**config.mk**
```make
export PLATFORM = sky130hd
export DESIGN_NAME = ram_strcpy_ctrl_flat
export DESIGN_NICKNAME = d
export VERILOG_FILES = /design/src/rtl/ram_strcpy_ctrl_if.sv /design/src/rtl/ram_strcpy_ctrl.sv /design/src/flat_wrapper.sv
export SDC_FILE = /design/constraint.sdc
export NUM_CORES = 1
export LEC_CHECK = 0
export BUFFER_PORTS_ARGS = -buffer_cell sky130_fd_sc_hd__buf_2
export CAP_MARGIN = 10
export CORE_ASPECT_RATIO = 1.5
export CORE_MARGIN = 3
export CORE_UTILIZATION = 52
export DETAILED_ROUTE_END_ITERATION = 8
export GPL_ROUTABILITY_DRIVEN = 0
export GPL_TIMING_DRIVEN = 0
export PLACE_DENSITY = 0.9
export SETUP_SLACK_MARGIN = 0.02
export SLEW_MARGIN = 10
export SYNTH_ARGS = -nofsm -noshare
export SYNTH_HDL_FRONTEND = slang
export SYNTH_SLANG_ARGS = --single-unit
```
**constraint.sdc**
```tcl
create_clock -name clk -period 3.6 [get_ports clk]
set_clock_uncertainty 0.1 [all_clocks]
set_input_delay 0.18 -clock clk [delete_from_list [all_inputs] [get_ports clk]]
set_output_delay 0.18 -clock clk [all_outputs]
set_load 0.01 [all_outputs]
```
**src/rtl/ram_strcpy_ctrl_if.sv**
```systemverilog
// ---------------------------------------------------------------------------
// ram_strcpy_ctrl_if
// CPU-side request bus into the scratch-RAM copy engine / arbiter.
//   cpu_req    CPU wants the RAM port this cycle
//   cpu_we     CPU write enable
//   cpu_addr   CPU word address
//   cpu_wdata  CPU write data
//   cpu_gnt    combinational grant; the CPU access takes effect this cycle
//   cpu_rdata  RAM read data, passed straight through every cycle
// master = CPU side, slave = ram_strcpy_ctrl side.
// ---------------------------------------------------------------------------
interface ram_strcpy_ctrl_if #(
    parameter int AW = 10,
    parameter int DW = 10
);
    logic          cpu_req;
    logic          cpu_we;
    logic [AW-1:0] cpu_addr;
    logic [DW-1:0] cpu_wdata;
    logic          cpu_gnt;
    logic [DW-1:0] cpu_rdata;

    modport master (
        output cpu_req, cpu_we, cpu_addr, cpu_wdata,
        input  cpu_gnt, cpu_rdata
    );

    modport slave (
        input  cpu_req, cpu_we, cpu_addr, cpu_wdata,
        output cpu_gnt, cpu_rdata
    );
endinterface

```
**src/rtl/ram_strcpy_ctrl.sv**
```systemverilog
// ---------------------------------------------------------------------------
// ram_strcpy_ctrl
// Copies a null-terminated string inside the single-port scratch RAM
// (async read, sync write) and arbitrates that port against a CPU requester.
// Ports:
//   clk, reset              clock, async active-high reset
//   start                   copy request (only seen in IDLE)
//   src_addr, dst_addr      source / destination start, captured with start
//   busy                    high while reading/writing
//   done                    one-cycle completion pulse
//   err, len                length-cap flag and copied word count
//   bus                     CPU request bus (slave side)
//   ram_we, ram_address,
//   ram_wdata, ram_rdata    RAM port, fully owned by this block
//
// state   | meaning
// --------+----------------------------------------------------------
// S_IDLE  | waiting for start
// S_READ  | fetch word src+idx into chr
// S_WRITE | store chr at dst+idx; terminator or length cap ends copy
// S_DONE  | one-cycle done pulse, start ignored
// ---------------------------------------------------------------------------
module ram_strcpy_ctrl #(
    parameter int AW      = 10,
    parameter int DW      = 10,
    parameter int MAX_LEN = 1023
) (
    input  logic                 clk,
    input  logic                 reset,
    input  logic                 start,
    input  logic [AW-1:0]        src_addr,
    input  logic [AW-1:0]        dst_addr,
    output logic                 busy,
    output logic                 done,
    output logic                 err,
    output logic [AW-1:0]        len,
    ram_strcpy_ctrl_if.slave     bus,
    output logic                 ram_we,
    output logic [AW-1:0]        ram_address,
    output logic [DW-1:0]        ram_wdata,
    input  logic [DW-1:0]        ram_rdata
);
    typedef enum logic [1:0] {S_IDLE, S_READ, S_WRITE, S_DONE} state_t;

    localparam logic [AW-1:0] MAX_LEN_W = AW'(MAX_LEN);

    state_t        state;
    logic [AW-1:0] src;
    logic [AW-1:0] dst;
    logic [AW-1:0] idx;
    logic [DW-1:0] chr;
    logic          stalled;

    logic          eng_want;
    logic          eng_gnt;
    logic          cpu_gnt;
    logic [AW-1:0] len_next;

    assign eng_want = (state == S_READ) || (state == S_WRITE);
    // stalled remembers that the CPU took the last contended cycle, so the
    // engine wins the next one; the CPU wins the first contended cycle.
    assign cpu_gnt  = bus.cpu_req & (~eng_want | ~stalled);
    assign eng_gnt  = eng_want & ~cpu_gnt;
    assign len_next = len + AW'(1);

    assign bus.cpu_gnt   = cpu_gnt;
    assign bus.cpu_rdata = ram_rdata;

    always_comb begin
        ram_address = src + idx;
        ram_wdata   = chr;
        ram_we      = 1'b0;
        if (cpu_gnt) begin
            ram_address = bus.cpu_addr;
            ram_wdata   = bus.cpu_wdata;
            ram_we      = bus.cpu_we;
        end else if (state == S_WRITE) begin
            ram_address = dst + idx;
            ram_we      = eng_gnt;
        end
    end

    always_ff @(posedge clk or posedge reset) begin
        if (reset) begin
            state   <= S_IDLE;
            busy    <= 1'b0;
            done    <= 1'b0;
            err     <= 1'b0;
            stalled <= 1'b0;
            len     <= '0;
            idx     <= '0;
            chr     <= '0;
            src     <= '0;
            dst     <= '0;
        end else begin
            stalled <= eng_want & cpu_gnt;
            done    <= 1'b0;
            case (state)
                S_IDLE: begin
                    if (start) begin
                        src   <= src_addr;
                        dst   <= dst_addr;
                        idx   <= '0;
                        len   <= '0;
                        err   <= 1'b0;
                        busy  <= 1'b1;
                        state <= S_READ;
                    end
                end
                S_READ: begin
                    if (eng_gnt) begin
                        chr   <= ram_rdata;
                        state <= S_WRITE;
                    end
                end
                S_WRITE: begin
                    if (eng_gnt) begin
                        if (chr == '0) begin
                            busy  <= 1'b0;
                            done  <= 1'b1;
                            state <= S_DONE;
                        end else begin
                            idx <= idx + AW'(1);
                            len <= len_next;
                            if (len_next == MAX_LEN_W) begin
                                // cap reached: abort without writing a terminator
                                err   <= 1'b1;
                                busy  <= 1'b0;
                                done  <= 1'b1;
                                state <= S_DONE;
                            end else begin
                                state <= S_READ;
                            end
                        end
                    end
                end
                S_DONE: begin
                    state <= S_IDLE;
                end
                default: begin
                    state <= S_IDLE;
                end
            endcase
        end
    end
endmodule

```
**src/flat_wrapper.sv**
```systemverilog
// flat-port wrapper written by rule: the top's interface ports become plain ports
module ram_strcpy_ctrl_flat 
#(
    parameter int AW      = 10,
    parameter int DW      = 10,
    parameter int MAX_LEN = 1023
)
  (clk, reset, start, src_addr, dst_addr, busy, done, err, len, ram_we, ram_address, ram_wdata, ram_rdata, bus_cpu_req, bus_cpu_we, bus_cpu_addr, bus_cpu_wdata, bus_cpu_gnt, bus_cpu_rdata);
  ram_strcpy_ctrl_if #(.AW(AW), .DW(DW)) bus_i ();
  input  logic clk;
  input  logic reset;
  input  logic start;
  input  logic [AW-1:0] src_addr;
  input  logic [AW-1:0] dst_addr;
  output logic busy;
  output logic done;
  output logic err;
  output logic [AW-1:0] len;
  output logic ram_we;
  output logic [AW-1:0] ram_address;
  output logic [DW-1:0] ram_wdata;
  input  logic [DW-1:0] ram_rdata;
  input wire logic [$bits(bus_i.cpu_req)-1:0] bus_cpu_req;
  input wire logic [$bits(bus_i.cpu_we)-1:0] bus_cpu_we;
  input wire logic [$bits(bus_i.cpu_addr)-1:0] bus_cpu_addr;
  input wire logic [$bits(bus_i.cpu_wdata)-1:0] bus_cpu_wdata;
  output wire logic [$bits(bus_i.cpu_gnt)-1:0] bus_cpu_gnt;
  output wire logic [$bits(bus_i.cpu_rdata)-1:0] bus_cpu_rdata;
  assign bus_i.cpu_req = bus_cpu_req;
  assign bus_i.cpu_we = bus_cpu_we;
  assign bus_i.cpu_addr = bus_cpu_addr;
  assign bus_i.cpu_wdata = bus_cpu_wdata;
  assign bus_cpu_gnt = bus_i.cpu_gnt;
  assign bus_cpu_rdata = bus_i.cpu_rdata;
  ram_strcpy_ctrl #(.AW(AW), .DW(DW), .MAX_LEN(MAX_LEN)) u_core (.clk(clk), .reset(reset), .start(start), .src_addr(src_addr), .dst_addr(dst_addr), .busy(busy), .done(done), .err(err), .len(len), .bus(bus_i), .ram_we(ram_we), .ram_address(ram_address), .ram_wdata(ram_wdata), .ram_rdata(ram_rdata));
endmodule
```
Word-level counts from Yosys, hierarchy flattened
Cells that the tools add are included.
{ "op_classes": {"order_cmp": 0, "reduce_logical": 10, "multipliers": 0, "shifts": 0, "bitwise_logic": 7, "div_mod_pow": 0, "n_mux": 32, "eq_ne": 10, "addsub": 4} }
{ "ops": {"columns": ["cell", "count"], "rows": [
  ["$mux 10", 8],
  ["$pmux 10 s2", 2],
  ["$add 10x1->10 const B", 2],
  ["$add 10x10->10", 2],
  ["$mux 1", 14],
  ["$eq 10x10->1 const B", 1],
  ["$logic_not 10->1", 1],
  ["$mux 2", 5],
  ["$pmux 2 s4", 1],
  ["$reduce_and 4->1", 2],
  ["$ne 2x2->1 const B", 3],
  ["$reduce_and 5->1", 1],
  ["$eq 2x2->1 const B", 2],
  ["$ne 2x1->1 const B", 2],
  ["$pmux 1 s2", 2],
  ["$reduce_and 2->1", 2],
  ["$and 1x1->1", 3],
  ["$ne 3x3->1 const B", 1],
  ["$not 1->1", 3],
  ["$reduce_and 3->1", 1],
  ["$eq 2x1->1 const B", 1],
  ["$logic_not 2->1", 1],
  ["$reduce_bool 2->1", 1],
  ["$logic_or 1x1->1", 1],
  ["$or 1x1->1", 1]
]} }
{ "totals": {"mem_bits_ro": 0, "input_bits": 55, "ram_bits": 0, "mem_count": 0, "reg_bits": 56, "latch_bits": 0} }

Longest topological paths before layout
{ "depth": {"word_depth": 9, "depth_mapped": 13} }

Worst setup path after synthesis
OpenSTA, ideal clock, no wires.
{ "synth_path": {"path_kind": "register to output", "startpoint": "reg u_core.state[0]", "endpoint": "out ram_address[9]", "n_path_buf": 2, "stages_incl_launch_ff": 12, "required_ps": 3320, "path_slack_ps": 394, "arrival_time_ps": 2926, "cell_sequence": "dfrtp_1 -> inv_1 -> ha_1 -> clkbuf_1 -> buf_2 -> mux2_2 -> ha_1 -> a2111o_1 -> nor2_1 -> a21oi_1 -> xnor2_1 -> mux2_2"} }
{ "synth_via": {"elab_chain_len": 6, "word_cells_on_any_way": 8, "cone_classes": "2 x eq/ne; 2 x mux; 3 x bitwise; 1 x reduce/logical"} }
{ "synth_lines": {"columns": ["item", "line_no", "rtl"], "rows": [
  ["from (decl)", "ram_strcpy_ctrl.sv:47", "state_t state;"],
  ["from (signal assigned)", "ram_strcpy_ctrl.sv:85", "state <= S_IDLE;"],
  ["from (signal assigned)", "ram_strcpy_ctrl.sv:107", "state <= S_READ;"],
  ["from (signal assigned)", "ram_strcpy_ctrl.sv:113", "state <= S_WRITE;"],
  ["$eq 2x1->1 or $eq 2x2->1 (tied branches)", "ram_strcpy_ctrl.sv:59, ram_strcpy_ctrl.sv:77", null],
  ["$logic_or 1x1->1", "ram_strcpy_ctrl.sv:59", "assign eng_want = (state == S_READ) || (state == S_WRITE);"],
  ["$not 1->1", "ram_strcpy_ctrl.sv:62", "assign cpu_gnt = bus.cpu_req & (~eng_want | ~stalled);"],
  ["$or 1x1->1", "ram_strcpy_ctrl.sv:62", null],
  ["$and 1x1->1", "ram_strcpy_ctrl.sv:62", null],
  ["$mux 10 *", "ram_strcpy_ctrl.sv:73", "if (cpu_gnt) begin"],
  ["to (decl)", "flat_wrapper.sv:20", "output logic [AW-1:0] ram_address;"]
]} }
Mark *: on every way between the ends. The rest lies on a longest branch, timed or not.

Final worst setup path
Same ends and word-level chain as after synthesis.

==> results.ini <==
[cts]
clock_latency_ps=320
clock_sinks=56
cts_buffer_depth=2
cts_root_buffer=clkbuf_8
tritoncts=yes
htree_levels=2
clk_pin_slew_worst_paths_ps=90
cts_made_buffers=5

[layout]
antenna_cells=0
areaGrowthSynthToFinish_pct=27.38
fin_util_pct=68.92
final_cells=520
nets=517
multi_input_area_sq_mm=0.001812
drive_above_1_share_pct=42.83
nFillCells=456
regArea_sq_mm=0.001401

[setup_path]
r2r_slack_ps=1090
r2r_end=u_core.len[3]
cp-startpoint=u_core.state[0]
cp_num_buf_inv=4
cp_cell_sequence=inv_2 -> ha_4 -> clkbuf_8 -> buf_6 -> mux2_2 -> ha_1 -> nor2_2 -> o21ai_1 -> a21oi_1 -> a21oi_1 -> xnor2_1 -> mux2_2 -> buf_2
path_max_fanout=10
cp_top_family=multiplexers
worstReg2RegStart=u_core.state[0]
rr_worst_depth=7
worstSetupEndpointType=output pin
start_kind=flop
crit_type=flop to output pin
worstPathRequired_ps=3320
arrival_ps=3300
cp_slowest_cell=dfrtp_1
critPathMaxStageDelay_ps=400

[placement]
place.port_buffers=99
dp_hpwl_microns=6264
dp_cells=496

[route]
vias=2875
drtIter0Drc=144
wl_microns=8741
viasPerCell=5.529
ant_nets=0
drcViolationCount=0
wl_per_cell_microns=16.81
first_pass_iters=4

[timing]
slew_viol_final=0
finalSetupViolations=0
final-hold-violation-count=0
max_slew_margin_pct=36.50
holdWs_ps=4.736
post-route-period-util_pct=99.40
max_freq_ghz=0.2794
worst_slew_pin_slew_ps=948.3
finalCriticalPeriod_ps=3578

[synth]
syn_area_per_cell_sq_um=10.37
async_flop_share_pct=100.0
synth_top_cell_by_area=dfrtp_1
ys_types=41
synth_cells=322
ys_ff_latch=56
seq_area_frac_synth_pct=41.95
ys.flop_type=dfrtp_1
ys.warnings.count=0
synthTopCellsByArea=dfrtp_1 42%, mux2_2 18%, ha_1 6.0%, xnor2_1 2.9%, nand2_1 2.8%
synth_edf_count=0
synth_area_sq_mm=0.003341
synthTopCellsByCount=56 x dfrtp_1, 52 x mux2_2, 25 x nand2_1, 25 x nor2_1, 16 x ha_1
syn_nets=394
yosysMostFrequentCell=dfrtp_1
synth_top_area_share_pct=41.95

[global_routing]
grt_max_degree=33
grt_pass1_wl_microns=13540
grt_use_total_pct=22.96
grt_overflow=0
antenna_found_initial=0
grt_pass1_vias=2878

[die]
core_sq_mm=0.006175
die_width_microns=71.45
placementRows=35
num_io_pins=100
initial_utilization_pct=54.10
die_area_sq_mm=0.007442
die_h_microns=104.2

[worst_hold_path]
min_to=u_core.dst[2]
holdCritStartpoint=dst_addr[2]
hp-class=input pin to flop
whs_path_depth=2

[outcome]
run_status=finished, final reports clean

[run]
drv_cap=0

[pwr]
cellLeakagePower_nw=2.020
ir_drop_mv=0.4772
power_density_mw_per_mm2=679.1

## layer usage
metal | track usage (%) | vias up | wire (microns)
li1 | - | 1374 | -
met1 | 25.63 | 1381 | 3169
met2 | 42.24 | 99 | 4804
met3 | 3.385 | 21 | 456
met4 | 9.274 | 0 | 310
met5 | 0 | - | 0
## report_power, final
group / leakage (nW) / internal, mW / total, mW / switching, mW
clock: 0.0510 / 0.154 / 0.358 / 0.203
combinational: 1.26 / 0.741 / 1.54 / 0.802
sequential: 0.707 / 0.839 / 0.990 / 0.151
total: 2.02 / 1.73 / 2.89 / 1.16
## registers in the layout, indices dropped and copies added (netlist names), 2 cells and up
signal        count
u_core.chr       10
u_core.dst       10
u_core.idx       10
u_core.len       10
u_core.src       10
u_core.state      2
## what timing repair did
action                                 CTS  global route
endpoints found under the hold margin   34             2
setup endpoints to repair                6             4
resized for setup                        8             7
hold buffers                            11             2
gates cloned                             0             0
setup buffers                            0             3
## worst register-to-register path, stage by stage (launching register included)
cell      delay (ps)
dfrtp_1          380
inv_2             80
buf_4            140
ha_1             330
o211ai_1         200
a211oi_2         610
nand2_1          310
o31ai_1          290
## how the worst max path moves through the flow
stage	endpoint	cells after the start	slack, ps
3_3_place_gp	ram_address[9]	12	-150
3_5_place_dp	ram_address[9]	12	-200
2_1_floorplan	ram_address[9]	11	390
5_1_grt	ram_address[9]	12	-50
4_1_cts	ram_address[9]	12	50
6_report	ram_address[9]	13	20
## final cells by class
type | count | share of cell area (%)
buffer | 21 | 3.205
clock buffer | 6 | 1.941
clock inverter | 2 | 0.2352
inverter | 14 | 1.235
multi-input combinational | 231 | 42.58
sequential | 56 | 32.93
tap | 74 | 2.176
timing repair buffer | 116 | 15.70
## cells by family after synthesis
kind of cell | after synthesis | synth area share, %
AO/OA/AOI/OAI | 54 | 10.86
XOR/XNOR | 19 | 4.981
adder cells (fa/ha/maj) | 17 | 6.592
multiplexers | 54 | 18.13
buffers and inverters | 35 | 5.168
flip-flops | 56 | 41.95
AND/OR/NAND/NOR | 87 | 12.32
## per-stage QoR
step                instance area, sq um  power [mW]  worst slack, ps  setup TNS, ps
global route                        4255       3.080           -46.94         -56.99
finish                              4255       2.890            21.51              0
global placement                    3929       2.340           -148.5         -209.3
floorplan                           3341       1.983            394.1              0
CTS                                 4180       2.816            45.10              0
detailed placement                  3949       2.411           -195.7         -328.0
## placed cells by master, fill, tap and decap left out, types with 3 or more instances in the layout
| master | n |
|---|---|
| ha_1 | 14 |
| buf_2 | 101 |
| nand4_1 | 6 |
| o21a_1 | 3 |
| nor3_1 | 6 |
| buf_4 | 13 |
| xnor2_1 | 11 |
| clkbuf_8 | 7 |
| o21ai_1 | 13 |
| o31ai_1 | 8 |
| nor4_1 | 3 |
| o21ai_0 | 6 |
| dlygate4sd3_1 | 13 |
| a21oi_1 | 9 |
| nand2_1 | 25 |
| and3_1 | 4 |
| nor2b_1 | 3 |
| xor2_1 | 8 |
| clkbuf_1 | 6 |
| dfrtp_1 | 56 |
| nand3_1 | 7 |
| inv_1 | 12 |
| nor2_1 | 24 |
| mux2_2 | 52 |
Power figures use the tool's default switching activity.
